### config.mk
export PLATFORM = sky130hd
export DESIGN_NAME = bus_master_if
export DESIGN_NICKNAME = d
export VERILOG_FILES = /design/src/rtl/bus_master_if.sv
export SDC_FILE = /design/constraint.sdc
export NUM_CORES = 1
export LEC_CHECK = 0
export ABC_AREA = 0
export BUFFER_PORTS_ARGS = -buffer_cell sky130_fd_sc_hd__buf_2
export CORE_MARGIN = 2
export CORE_UTILIZATION = 40
export CTS_CLUSTER_DIAMETER = 30
export CTS_CLUSTER_SIZE = 8
export DETAILED_ROUTE_END_ITERATION = 7
export PLACE_DENSITY = 0.75
export SYNTH_ARGS = -nofsm -noshare
export SYNTH_HDL_FRONTEND = slang
export SYNTH_SLANG_ARGS = --single-unit
### constraint.sdc
create_clock -name clk -period 2.45 [get_ports clk]
set_clock_uncertainty 0.15 [all_clocks]
set_input_delay 0.245 -clock clk [delete_from_list [all_inputs] [get_ports clk]]
set_output_delay 0.245 -clock clk [all_outputs]
set_load 0.03 [all_outputs]
### src/rtl/bus_master_if.sv
// bus_master_if: latches one CPU access, requests the bus, strobes and waits for ready.
// Optional access timeout enabled by defining BUS_TIMEOUT_EN.
module bus_master_if #(
    parameter int ADDR_W         = 30,
    parameter int DATA_W         = 32,
    parameter int TIMEOUT_CYCLES = 255
) (
    input  logic              clk,
    input  logic              rst,
    input  logic              cpu_req,
    input  logic              cpu_rw,
    input  logic [ADDR_W-1:0] cpu_addr,
    input  logic [DATA_W-1:0] cpu_wr_data,
    output logic [DATA_W-1:0] cpu_rd_data,
    output logic              cpu_busy,
    output logic              cpu_done,
    output logic              cpu_err,
    output logic              bus_req,
    input  logic              bus_grnt,
    output logic              bus_as,
    output logic              bus_rw,
    output logic [ADDR_W-1:0] bus_addr,
    output logic [DATA_W-1:0] bus_wr_data,
    input  logic              bus_rdy,
    input  logic [DATA_W-1:0] bus_rd_data
);

    typedef enum logic [1:0] {
        IDLE,
        REQ,
        ACCESS
    } state_t;

    state_t state;
    logic   rdy_ok;

    // A slave ready only counts while we actually own the bus.
    assign rdy_ok = bus_rdy & bus_grnt;

`ifdef BUS_TIMEOUT_EN
    localparam int CNT_W = ($clog2(TIMEOUT_CYCLES + 1) > 8) ?
                           $clog2(TIMEOUT_CYCLES + 1) : 8;

    logic [CNT_W-1:0] cnt;
    logic             timed_out;

    assign timed_out = (cnt == CNT_W'(TIMEOUT_CYCLES - 1));
`else
    assign cpu_err = 1'b0;
`endif

    always_ff @(posedge clk or negedge rst) begin
        if (!rst) begin
            state       <= IDLE;
            cpu_rd_data <= '0;
            cpu_busy    <= 1'b0;
            cpu_done    <= 1'b0;
            bus_req     <= 1'b0;
            bus_as      <= 1'b0;
            bus_rw      <= 1'b0;
            bus_addr    <= '0;
            bus_wr_data <= '0;
`ifdef BUS_TIMEOUT_EN
            cpu_err     <= 1'b0;
            cnt         <= '0;
`endif
        end else begin
            cpu_done <= 1'b0;
`ifdef BUS_TIMEOUT_EN
            cpu_err  <= 1'b0;
`endif
            unique case (state)
                IDLE: begin
                    bus_req <= cpu_req;
                    if (cpu_req) begin
                        state       <= REQ;
                        cpu_busy    <= 1'b1;
                        bus_rw      <= cpu_rw;
                        bus_addr    <= cpu_addr;
                        bus_wr_data <= cpu_wr_data;
                    end
                end
                REQ: begin
                    if (bus_grnt) begin
                        state  <= ACCESS;
                        bus_as <= 1'b1;
`ifdef BUS_TIMEOUT_EN
                        cnt    <= '0;
`endif
                    end
                end
                ACCESS: begin
                    bus_as <= 1'b0;
                    if (rdy_ok) begin
                        if (bus_rw) cpu_rd_data <= bus_rd_data;
                        // Keep the request up if the CPU is already queuing the next access.
                        bus_req     <= cpu_req;
                        state       <= IDLE;
                        cpu_busy    <= 1'b0;
                        cpu_done    <= 1'b1;
                        bus_rw      <= 1'b0;
                        bus_addr    <= '0;
                        bus_wr_data <= '0;
                    end
`ifdef BUS_TIMEOUT_EN
                    else if (timed_out) begin
                        if (bus_rw) cpu_rd_data <= '0;
                        bus_req     <= 1'b0;
                        state       <= IDLE;
                        cpu_busy    <= 1'b0;
                        cpu_done    <= 1'b1;
                        cpu_err     <= 1'b1;
                        bus_rw      <= 1'b0;
                        bus_addr    <= '0;
                        bus_wr_data <= '0;
                    end else begin
                        cnt <= cnt + 1'b1;
                    end
`endif
                end
                default: state <= IDLE;
            endcase
        end
    end

endmodule

-- Yosys cells after proc, flatten, opt, wreduce, memory -nomap -nowiden
Index checks and enable logic that the tools add are counted.
- memories kept: 0
- output and inout port bits: 100
- bits of input ports: 100
- RAM bits: 0
- register bits: 101
- bits in latches: 0
- bits in read-only memories: 0
- equal/unequal tests: 5
- bitwise operators: 1
- order comparisons: 0
- mux-type cells: 21
- multiply operators: 0
- $add $sub $neg: 0
- reduce and logical (&&, ||, !) cells: 8
- shifts and indexed selects: 0
- div/mod/pow operators: 0
- operator list (kind ; number):
    two-way mux 32 bit ; 2
    case mux 32 bit (2 select lines) ; 1
    two-way mux 30 bit ; 2
    case mux 30 bit (2 select lines) ; 1
    AND reduction 3 bit ; 3
    case mux 1 bit (2 select lines) ; 4
    two-way mux 1 bit ; 7
    two-way mux 2 bit ; 3
    inequality test 2 bit (second input constant) ; 3
    case mux 2 bit (3 select lines) ; 1
    AND reduction 2 bit ; 2
    nonzero test 2 bit ; 2
    equality test 2 x 1 -> 1 bit (second input constant) ; 1
    equality test 2 bit (second input constant) ; 1
    logical NOT 2 bit ; 1
    bitwise AND 1 bit ; 1

-- Longest topological paths before layout
Gate-level depths: netlist (run 1).
- depth after elaboration: 3
- depth in mapped cells: 6

-- Worst setup path before layout (run 1)
OpenSTA, ideal clock, no wires.
- path type: flip-flop to flip-flop
- from: register state[1]
- to: register cpu_rd_data[0]
- slack: 0.898 ns
- required time: 2.175 ns
- path buffers: 2
- stages on the path, launching flop included: 6
- clock period less this slack: 1.552 ns
- arrival: 1.277 ns
- cells stage by stage: dfrtp_1 buf_4 and4b_1 nand2_2 buf_6 mux2_4
- longest elaborated chain between the ends: 2
- ends and longest elaborated chain (element ; line ; RTL):
    start, declared ; 34 ; state_t state;
    start signal, assigned ; 54 ; state <= IDLE;
    start signal, assigned ; 76 ; state <= REQ;
    start signal, assigned ; 85 ; state <= ACCESS;
    equality test 2 bit ; 72 ; unique case (state)
    AND reduction 3 bit (no source line) ; - ;
    end signal, assigned ; 95 ; if (bus_rw) cpu_rd_data <= bus_rd_data;
    end, declared ; 14 ; output logic [DATA_W-1:0] cpu_rd_data,
Every way passes these cells.
A chain may end at the register's enable or synchronous reset.

-- Final worst setup path (run 1)
- from: register state[1]
- to: register bus_addr[17]
- longest elaborated chain between the ends: 3
- elaborated cells between the ends (all ways): 7
- classes of those cells: eq/ne: 3; mux: 1; reduce/logical: 3
- ends and longest elaborated chain (element ; line ; RTL):
    equality test 2 bit or logical NOT 2 bit (tied branches) ; 72 ;
    inequality test 2 bit (no source line) or nonzero test 2 bit (tied branches) ; - ;
    AND reduction 3 bit (no source line) ; - ;
    end signal, assigned ; 79 ; bus_addr <= cpu_addr;
    end, declared ; 22 ; output logic [ADDR_W-1:0] bus_addr,
Several ways; a longest one is shown, not always the timed one.

==> reports/metrics.cfg, run 1 <==
[run_status]
outcome = finished clean

[detailed_routing]
drc = 0
antenna_left = 0
viasPerCell = 4.87
dr.pass1.iters = 4
finalWirelength_mm = 11.1
wl_per_cell_um = 16.7
drt_iter0_markers = 128
vias = 3227

[synthesis]
netlist_area_mm2 = 0.00380
synth-seq-cells = 101
syn-instance-count = 237
synth.distinct_cells = 20
syn_avg_cell_area_um2 = 16.0
synth_top_cell_by_area = dfrtp_1
synth_top_area_share_pct = 66.6
synth_area_leaders = dfrtp_1 (67%), a22o_1 (15%), mux2_4 (12%), buf_2 (1.7%), buf_6 (0.89%)
ys_warn_count = 0
yosysSeqAreaShare_pct = 66.6
syn_nets = 337

[finish]
fillers = 659
final_cell_mix = buf_2 (197), dfrtp_1 (101), dlygate4sd3_1 (97), a22o_1 (63), mux2_4 (30)
drive_gt1_share_pct = 47.3
nets = 630
seq_area_mm2 = 0.00253
final_cell_count_no_fill = 663
layout_commonest_cell = buf_2
multi_input_area_mm2 = 0.00115
syn_to_final_growth_pct = 60.2

[worst_setup_path]
r2r_cells = 3
crit_path_end_kind = register
cp_data_arrival_time_ns = 2.25
path_max_fanout = 63
crit_required_ns = 2.57
cp-start-kind = register
r2r_start = state[1]
rr_endpoint = bus_addr[17]
path_class = reg2reg
reg2reg_slack_ns = 0.32

[hold_path]
holdCritPathClass = in2reg
holdPathStages = 3
hold_end = state[0]
min_from = bus_grnt

[pwr]
pwr-share-clk_pct = 14.0
p_leak_nw = 3.28
vdd_drop_max_mv = 0.711
p_sw_share_pct = 43.6
pwr-share-comb_pct = 49.0
p_per_area_mw_per_mm2 = 1280
internal_power_mw = 4.40
p_switching_mw = 3.39
seqPwrFrac_pct = 37.0

[placed_design]
placed_cells = 551
dp_hpwl_mm = 6.18
port_buffers = 198
place_congestion = 0.787

[clocking]
clockBufferDepth = 2
cts_resized = 0
clk_pin_slew_ns = 0.08
cts.root.buffer_cell = clkbuf_8
clkSinkCount = 101
clkLatencyLatePin_ns = 0.35
cts_tree = done
h-tree-depth = 3
cts_made_buffers = 9

[global_routing]
grt_pass1_wl_mm = 16.9
grt_pass1_vias = 3370
grtUsageTotal_pct = 21.6
grt_overflow_total = 0
antenna_found_initial = 0
grt_max_degree = 64

[floorplanning]
rows = 35
die_area_mm2 = 0.0103
io_pins = 200
dieHeight_um = 101
die_x_um = 101
initial_core_util_pct = 41.1
coreArea_mm2 = 0.00924

[timing]
tightest_slew_ns = 1.16
fin_crit_sh_pct = 87.0
tns_ns = 0
fmax_ghz = 0.469
rsz0062_at_grt = no
hold_viol = 0
drv_slew = 0
fin_crit_ns = 2.13
relSlewSlack_pct = 22.9
setup_viol = 0

[run]
maxCapViolCount = 0

-- worst max path at each step --
stage	startpoint	endpoint	slack, ns	cells past startpoint
2_1_floorplan	state[1]	cpu_rd_data[0]	0.90	5
3_3_place_gp	state[1]	bus_wr_data[5]	0.48	3
3_5_place_dp	state[1]	bus_addr[17]	0.38	3
4_1_cts	state[1]	bus_addr[27]	0.36	3
5_1_grt	state[1]	bus_addr[17]	0.17	3
6_report	state[1]	bus_addr[17]	0.32	3
-- routing by layer --
| metal | track usage, % | routed length [µm] | vias to the layer above |
|---|---|---|---|
| li1 | - | - | 1459 |
| met1 | 25.1 | 4340 | 1580 |
| met2 | 37.5 | 5800 | 156 |
| met3 | 5.24 | 606 | 32 |
| met4 | 10.1 | 333 | 0 |
| met5 | 0 | 0 | - |
-- area by class of cell --
cell class | instances | area share, %
Sequential cell | 101 | 41.5
Timing Repair Buffer | 300 | 33.3
Multi-Input combinational cell | 116 | 19.0
Tap cell | 129 | 2.65
Clock buffer | 10 | 2.10
Clock inverter | 4 | 1.23
Inverter | 2 | 0.123
Antenna cell | 1 | 0.0411
-- worst max-delay path, cell delays in order, from the launching register on --
cell and delay (ns):
dfrtp_1 0.53, nand2b_1 0.17, a21o_2 0.88, a22o_1 0.29
-- cells by family (layout without fill, tap and decap cells) --
logic type / after synthesis / after routing / share of synthesized area, %
AOI/OAI and AO/OA: 71 / 71 / 15.7
buffers and inverters: 20 / 316 / 3.20
DFF: 101 / 101 / 66.6
and+or+nand+nor: 11 / 11 / 1.68
other: 1 / 2 / 0.0988
muxes: 33 / 33 / 12.8
-- registers in the layout, indices dropped and copies added, names as in the netlist --
register     count
bus_wr_data     32
bus_req          1
state            2
bus_addr        30
cpu_done         1
cpu_busy         1
cpu_rd_data     32
bus_rw           1
bus_as           1
-- through the flow --
stage	area, µm²	power, mW	util [%]	setup slack [ns]	hold slack [ns]
floorplan	3800	5.44	-	0.898	-0.201
global placement	4910	6.45	53.1	0.485	0.0132
detailed placement	4910	6.54	53.1	0.376	0.0202
CTS	6070	7.79	65.7	0.356	0.000499
global route	6080	8.21	65.8	0.171	0.0765
finish	6080	7.79	65.8	0.318	0.0713
-- synthesized netlist by cell type (all sizes together) --
master	instances
and4b	1
a21oi	2
o21ai	4
dfrtp	101
a22oi	1
nor2b	1
mux2	33
nor2	1
conb	1
a21o	1
buf	18
inv	2
nand3	1
nand2b	3
nand2	4
a22o	63
-- power groups by stage --
stage | registers, mW | logic [mW] | clock network [mW]
global placement | 2.85 | 3.60 | 0
detailed placement | 2.85 | 3.69 | 0
floorplan | 4.25 | 1.19 | 0
finish | 2.88 | 3.82 | 1.09
global route | 2.97 | 4.03 | 1.21
CTS | 2.85 | 3.80 | 1.14
-- timing repair --
| item | in CTS | in global routing |
|---|---|---|
| endpoints found under the hold margin | 138 | 1 |
| buffers inserted | 0 | 0 |
| hold buffers | 96 | 1 |
Note: power is estimated with default switching activity, not from simulation.
==> run 2: changes to the inputs <==
--- a/config.mk
+++ b/config.mk
@@ -5,14 +5,14 @@
 export SDC_FILE = /design/constraint.sdc
 export NUM_CORES = 1
 export LEC_CHECK = 0
-export ABC_AREA = 0
+export ABC_AREA = 1
 export BUFFER_PORTS_ARGS = -buffer_cell sky130_fd_sc_hd__buf_2
 export CORE_MARGIN = 2
 export CORE_UTILIZATION = 40
 export CTS_CLUSTER_DIAMETER = 30
 export CTS_CLUSTER_SIZE = 8
 export DETAILED_ROUTE_END_ITERATION = 7
-export PLACE_DENSITY = 0.75
+export PLACE_DENSITY = 0.73
 export SYNTH_ARGS = -nofsm -noshare
 export SYNTH_HDL_FRONTEND = slang
 export SYNTH_SLANG_ARGS = --single-unit
==> run 2 against run 1 <==
  * Core utilization shrank 4.1 points
  * Sequential cell count is the same
  * Sequential share of layout area shrank 2.0 points
  * Die area grew 12%
  * Synthesized cell count grew 92%
  * Maximum frequency grew 13%
  * Area after synthesis grew 12%
  * Global-route usage grew 0.99 points
  * Cell area grew 5.2%
  * Count of clock-buffer cells in the layout grew 1
  * First-iteration DRC count grew to 3.5 times the previous value
  * Largest cell class unchanged
  * Largest power group unchanged
==> reports/metrics.cfg, run 2 <==
[detailed_routing]
dr.pass1.iters = 5
antenna_left = 0
vias = 4476
drt_iter0_markers = 442
drc = 0
finalWirelength_mm = 13.5
wl_met3_mm = 1.24
dr_wl_met2_mm = 6.50
top_layer = met4
viasPerCell = 5.17
wl_per_cell_um = 15.6
wl_met1_mm = 5.39

[finish]
nets = 823
layout_commonest_cell = buf_2
final_cell_mix = buf_2 (197), nand2_1 (137), dfrtp_1 (101), nand3_1 (97), dlygate4sd3_1 (91)
drive_gt1_share_pct = 31.9
syn_to_final_growth_pct = 49.8
final_util_pct = 61.7
fin_area_mm2 = 0.00640
top_regs = bus_wr_data: 32 flops, cpu_rd_data: 32 flops, bus_addr: 30 flops
final_cell_count_no_fill = 865
fillers = 845

[pwr]
p_per_area_mw_per_mm2 = 1270
total_power_mw = 8.16
vdd_drop_max_mv = 0.761
p_leak_nw = 3.55

[synthesis]
syn-instance-count = 456
synth_top_area_share_pct = 59.2
syn_nets = 556
netlist_area_mm2 = 0.00427
synth_edf_count = 0
ys.flop_type = dfrtp_1
synth_top_cell_by_area = dfrtp_1
synth-seq-cells = 101
synth_area_leaders = dfrtp_1 (59%), nand2_1 (12%), nand3_1 (11%), nand4_1 (9.2%), buf_2 (2.6%)
yosysSeqAreaShare_pct = 59.2
ys_warn_count = 0
yosysMostFrequentCell = nand2_1
syn_avg_cell_area_um2 = 9.37
synth_common_cells = nand2_1 (138), dfrtp_1 (101), nand3_1 (97)
synth.distinct_cells = 17
synthArstFlopShare_pct = 100

[timing]
setup_viol = 0
fin_crit_sh_pct = 76.9
relSlewSlack_pct = 55.0
drv_slew = 0
tightest_slew_ns = 0.675
fmax_ghz = 0.531
whs_ns = 0.0156
tns_ns = 0
rsz0062_at_grt = no
setup_ws_ns = 0.567
hold_viol = 0
fin_crit_ns = 1.88

[floorplanning]
coreArea_mm2 = 0.0104
dieHeight_um = 107
die_x_um = 107
rows = 37
die_area_mm2 = 0.0115
initial_core_util_pct = 41.2
io_pins = 200

[clocking]
cts_resized = 0
clkLatencyLatePin_ns = 0.36
clockBufferDepth = 2
h-tree-depth = 3
clkSinkCount = 101
cts_made_buffers = 9
cts_tree = done
cts.root.buffer_cell = clkbuf_8
clk_pin_slew_ns = 0.10

[worst_setup_path]
cp-start-kind = input pin
crit_path_end_kind = register
slowest_delay_ns = 0.53
slowest_stage = dlygate4sd3_1
path_class = in2reg
cp_data_arrival_time_ns = 1.97
path_max_fanout = 33
crit_required_ns = 2.54
cpMostUsedCell = nand2_1
path_cells = dlygate4sd3_1 -> buf_2 -> nand2_1 -> nor2_2 -> buf_4 -> nand2_1 -> buf_4 -> nand2_1 -> nand2_1

[placed_design]
dp_slack_ns = 0.739
dpl-instance-area_mm2 = 0.00527
port_buffers = 198
place_congestion = 0.727
placed_cells = 757
dp_hpwl_mm = 8.16

[global_routing]
grt_pass1_wl_mm = 20.6
antenna_found_initial = 0
grt_max_degree = 54
grt_overflow_total = 0
grtUsageTotal_pct = 22.5
grt_pass1_vias = 4238

[run]
maxCapViolCount = 0

[hold_path]
holdCritPathClass = in2reg

[run_status]
outcome = finished clean

-- run 2: logic make-up after synthesis --
logic type             Yosys count  share of synthesized area, %
AO/OA/AOI/OAI                    2                         0.293
buffers and inverters           51                          6.88
flip-flops                     101                          59.2
other                            1                        0.0878
AND/OR/NAND/NOR                301                          33.6
-- run 2: worst max-delay path: cells and delay by family --
family	cells	cell delay, ns
buffers and inverters	4	1.23
and+or+nand+nor	5	0.47
-- run 2: what timing repair did --
action | in CTS | in global routing
hold buffers | 90 | 1
setup buffers | 0 | 0
endpoints found under the hold margin | 141 | 1
setup endpoints to repair | 0 | 0
-- run 2: final timing paths --
check	start	endpoint	slack, ns	depth (start not counted)
max	bus_grnt	cpu_rd_data[21]	0.57	9
min	bus_rd_data[4]	cpu_rd_data[4]	0.02	3
max reg2reg	state[1]	bus_wr_data[29]	0.60	4
min reg2reg	cpu_rd_data[17]	cpu_rd_data[17]	0.32	2
max in group asynchronous	rst	bus_wr_data[21]	1.13	3
min in group asynchronous	rst	cpu_rd_data[2]	0.30	2
-- run 2: layer usage --
| layer | GRT usage [%] | up-vias |
|---|---|---|
| li1 | - | 2089 |
| met1 | 27.9 | 2096 |
| met2 | 37.8 | 259 |
| met3 | 5.57 | 32 |
| met4 | 9.16 | 0 |
| met5 | 0 | - |
-- run 2: report_power, final --
group	internal, mW	total, mW	switching (mW)
Clock	0.540	1.12	0.578
Combinational	1.17	4.16	2.99
Sequential	2.44	2.88	0.433
Total	4.15	8.16	4.01
-- run 2: cell type report --
type | instances | area [µm²] | area share, %
flip-flops and latches | 101 | 2530 | 39.5
repair buffers | 301 | 2010 | 31.4
multi-input cells | 304 | 1450 | 22.7
well taps | 136 | 170 | 2.66
clock buffers | 11 | 151 | 2.37
clock inverters | 5 | 65.1 | 1.02
inverters | 6 | 22.5 | 0.352
diodes | 1 | 2.50 | 0.0391
==> run 3: changes to the inputs <==
--- a/config.mk
+++ b/config.mk
@@ -5,14 +5,14 @@
 export SDC_FILE = /design/constraint.sdc
 export NUM_CORES = 1
 export LEC_CHECK = 0
-export ABC_AREA = 1
+export ABC_AREA = 0
 export BUFFER_PORTS_ARGS = -buffer_cell sky130_fd_sc_hd__buf_2
 export CORE_MARGIN = 2
 export CORE_UTILIZATION = 40
 export CTS_CLUSTER_DIAMETER = 30
 export CTS_CLUSTER_SIZE = 8
 export DETAILED_ROUTE_END_ITERATION = 7
-export PLACE_DENSITY = 0.73
+export PLACE_DENSITY = 0.78
 export SYNTH_ARGS = -nofsm -noshare
 export SYNTH_HDL_FRONTEND = slang
 export SYNTH_SLANG_ARGS = --single-unit
==> constraint.sdc (replaced) <==
create_clock -name clk -period 1.6 [get_ports clk]
set_clock_uncertainty 0.15 [all_clocks]
set_input_delay 0.16 -clock clk [delete_from_list [all_inputs] [get_ports clk]]
set_output_delay 0.16 -clock clk [all_outputs]
set_load 0.03 [all_outputs]
==> run 3 against run 2 <==
  * Core utilization is 6.3 points higher
  * Clock power is 45% higher
  * Cell area is 1.7% lower
  * Global-route usage is 1.2 points lower
  * Combinational power is 54% higher
  * Sequential power is 51% higher
  * Critical endpoint is now bus_addr[10]
  * Largest cell class unchanged
==> reports/metrics.cfg, run 3 (synthesized netlist as in run 1, its figures left out) <==
[finish]
multi_input_area_mm2 = 0.00118
top_regs = bus_wr_data: 32 flops, cpu_rd_data: 32 flops, bus_addr: 30 flops
seq_area_mm2 = 0.00253
fillers = 657
final_cell_mix = buf_2 (197), dfrtp_1 (101), dlygate4sd3_1 (98), a22o_1 (63), mux2_4 (30)
drive_gt1_share_pct = 48.9
syn_to_final_growth_pct = 65.6
diodes = 0
layout_commonest_cell = buf_2
nets = 643

[global_routing]
grt_pass1_wl_mm = 16.8
grt_pass1_vias = 3418
antenna_found_initial = 0
grt_overflow_total = 0
grt_max_degree = 52
grtUsageTotal_pct = 21.4

[pwr]
p_leak_nw = 3.39
p_switching_mw = 5.39
p_per_area_mw_per_mm2 = 1970
pwr-share-comb_pct = 51.6
internal_power_mw = 6.99
p_sw_share_pct = 43.6
pwr-share-clk_pct = 13.1
seqPwrFrac_pct = 35.3
vdd_drop_max_mv = 1.02

[floorplanning]
die_x_um = 101
rows = 35
die_area_mm2 = 0.0103
coreArea_mm2 = 0.00924
initial_core_util_pct = 41.1
io_pins = 200
dieHeight_um = 101

[worst_setup_path]
path_buf_inv = 2
cp_top_family = compound AO/OA/AOI/OAI gates
slowest_delay_ns = 0.39
cp_data_arrival_time_ns = 1.64
crit_required_ns = 1.69
r2r_cells = 5
path_class = reg2reg
crit_path_end_kind = register
slowest_stage = dfrtp_1
cp_num_cells = 5
path_max_fanout = 20
path_cells = buf_4 -> nand2b_4 -> a21o_4 -> clkbuf_16 -> a22o_1
cp-start-kind = register

[clocking]
clkSinkCount = 101
h-tree-depth = 3
clockBufferDepth = 2
clkLatencyLatePin_ns = 0.35
cts_tree = done
cts.root.buffer_cell = clkbuf_8
clk_pin_slew_ns = 0.09
cts_made_buffers = 9

[detailed_routing]
wl_per_cell_um = 17.0
finalWirelength_mm = 11.5
antenna_left = 0
drt_iter0_markers = 83
drc = 0
dr.pass1.iters = 4
viasPerCell = 4.88
vias = 3301

[timing]
fin_crit_sh_pct = 96.9
fmax_ghz = 0.645
hold_viol = 0
fin_crit_ns = 1.55
drv_slew = 0
tns_ns = 0
rsz0062_at_grt = no
whs_ns = 0.0217
setup_viol = 0

[run]
maxCapViolCount = 0

[placed_design]
dp_hpwl_mm = 6.54
port_buffers = 198
place_congestion = 0.761

[hold_path]
holdCritPathClass = in2reg
holdPathStages = 4

[run_status]
outcome = finished clean

-- run 3: power groups by stage --
stage | logic, mW | clock network, mW | registers [mW]
CTS | 6.10 | 1.69 | 4.32
global route | 6.73 | 1.80 | 4.48
finish | 6.39 | 1.62 | 4.36
global placement | 5.78 | 0 | 4.32
floorplan | 1.82 | 0 | 6.51
detailed placement | 5.94 | 0 | 4.31
-- run 3: path summary, 6_finish.rpt --
path	start	endpoint	slack [ns]
worst max register to register	state[1]	bus_addr[10]	0.05
worst min register to register	bus_wr_data[6]	bus_wr_data[6]	0.35
worst max-delay path	state[1]	bus_addr[10]	0.05
max in group asynchronous	rst	bus_addr[24]	0.54
worst min-delay path	bus_rdy	state[1]	0.02
min in group asynchronous	rst	cpu_rd_data[22]	0.14
-- run 3: metal layers --
metal  GRT usage, %  part of all wire [%]
met3           5.24                   5.7
met5              0                     0
met4           6.96                   1.6
met2           38.6                    52
met1           25.0                    41
-- run 3: stage by stage --
| stage | cell area [µm²] | power (mW) | std cells | worst slack, ns | util [%] |
|---|---|---|---|---|---|
| 2_1_floorplan | 3800 | 8.33 | 237 | 0.0481 | - |
| 3_3_place_gp | 5000 | 10.1 | 559 | 0.0680 | 54.2 |
| 5_1_grt | 6290 | 13.0 | 677 | 0.00818 | 68.0 |
| 6_report | 6290 | 12.4 | 677 | 0.0499 | 68.0 |
| 3_5_place_dp | 5000 | 10.3 | 559 | 0.0358 | 54.2 |
| 4_1_cts | 6180 | 12.1 | 673 | 0.0203 | 66.9 |
-- run 3: area by class of cell --
type                            count  share of cell area (%)
Sequential cell                   101                    40.2
Clock buffer                       11                    2.25
Clock inverter                      5                   0.915
Inverter                            2                   0.119
Tap cell                          129                    2.57
Multi-Input combinational cell    116                    18.7
Timing Repair Buffer              313                    35.2
-- run 3: tightest hold or removal path, cell delays in order --
cell	delay [ns]
buf_2	0.10
nand2_1	0.09
nand2_1	0.07
o21ai_0	0.06
-- run 3: what timing repair did --
| item | 4_1_cts | 5_1_grt |
|---|---|---|
| buffers inserted | 0 | 2 |
| hold endpoints to repair | 198 | 0 |
| setup endpoints to repair | 0 | 34 |
| resized for setup | 0 | 5 |
| hold buffers | 98 | 0 |
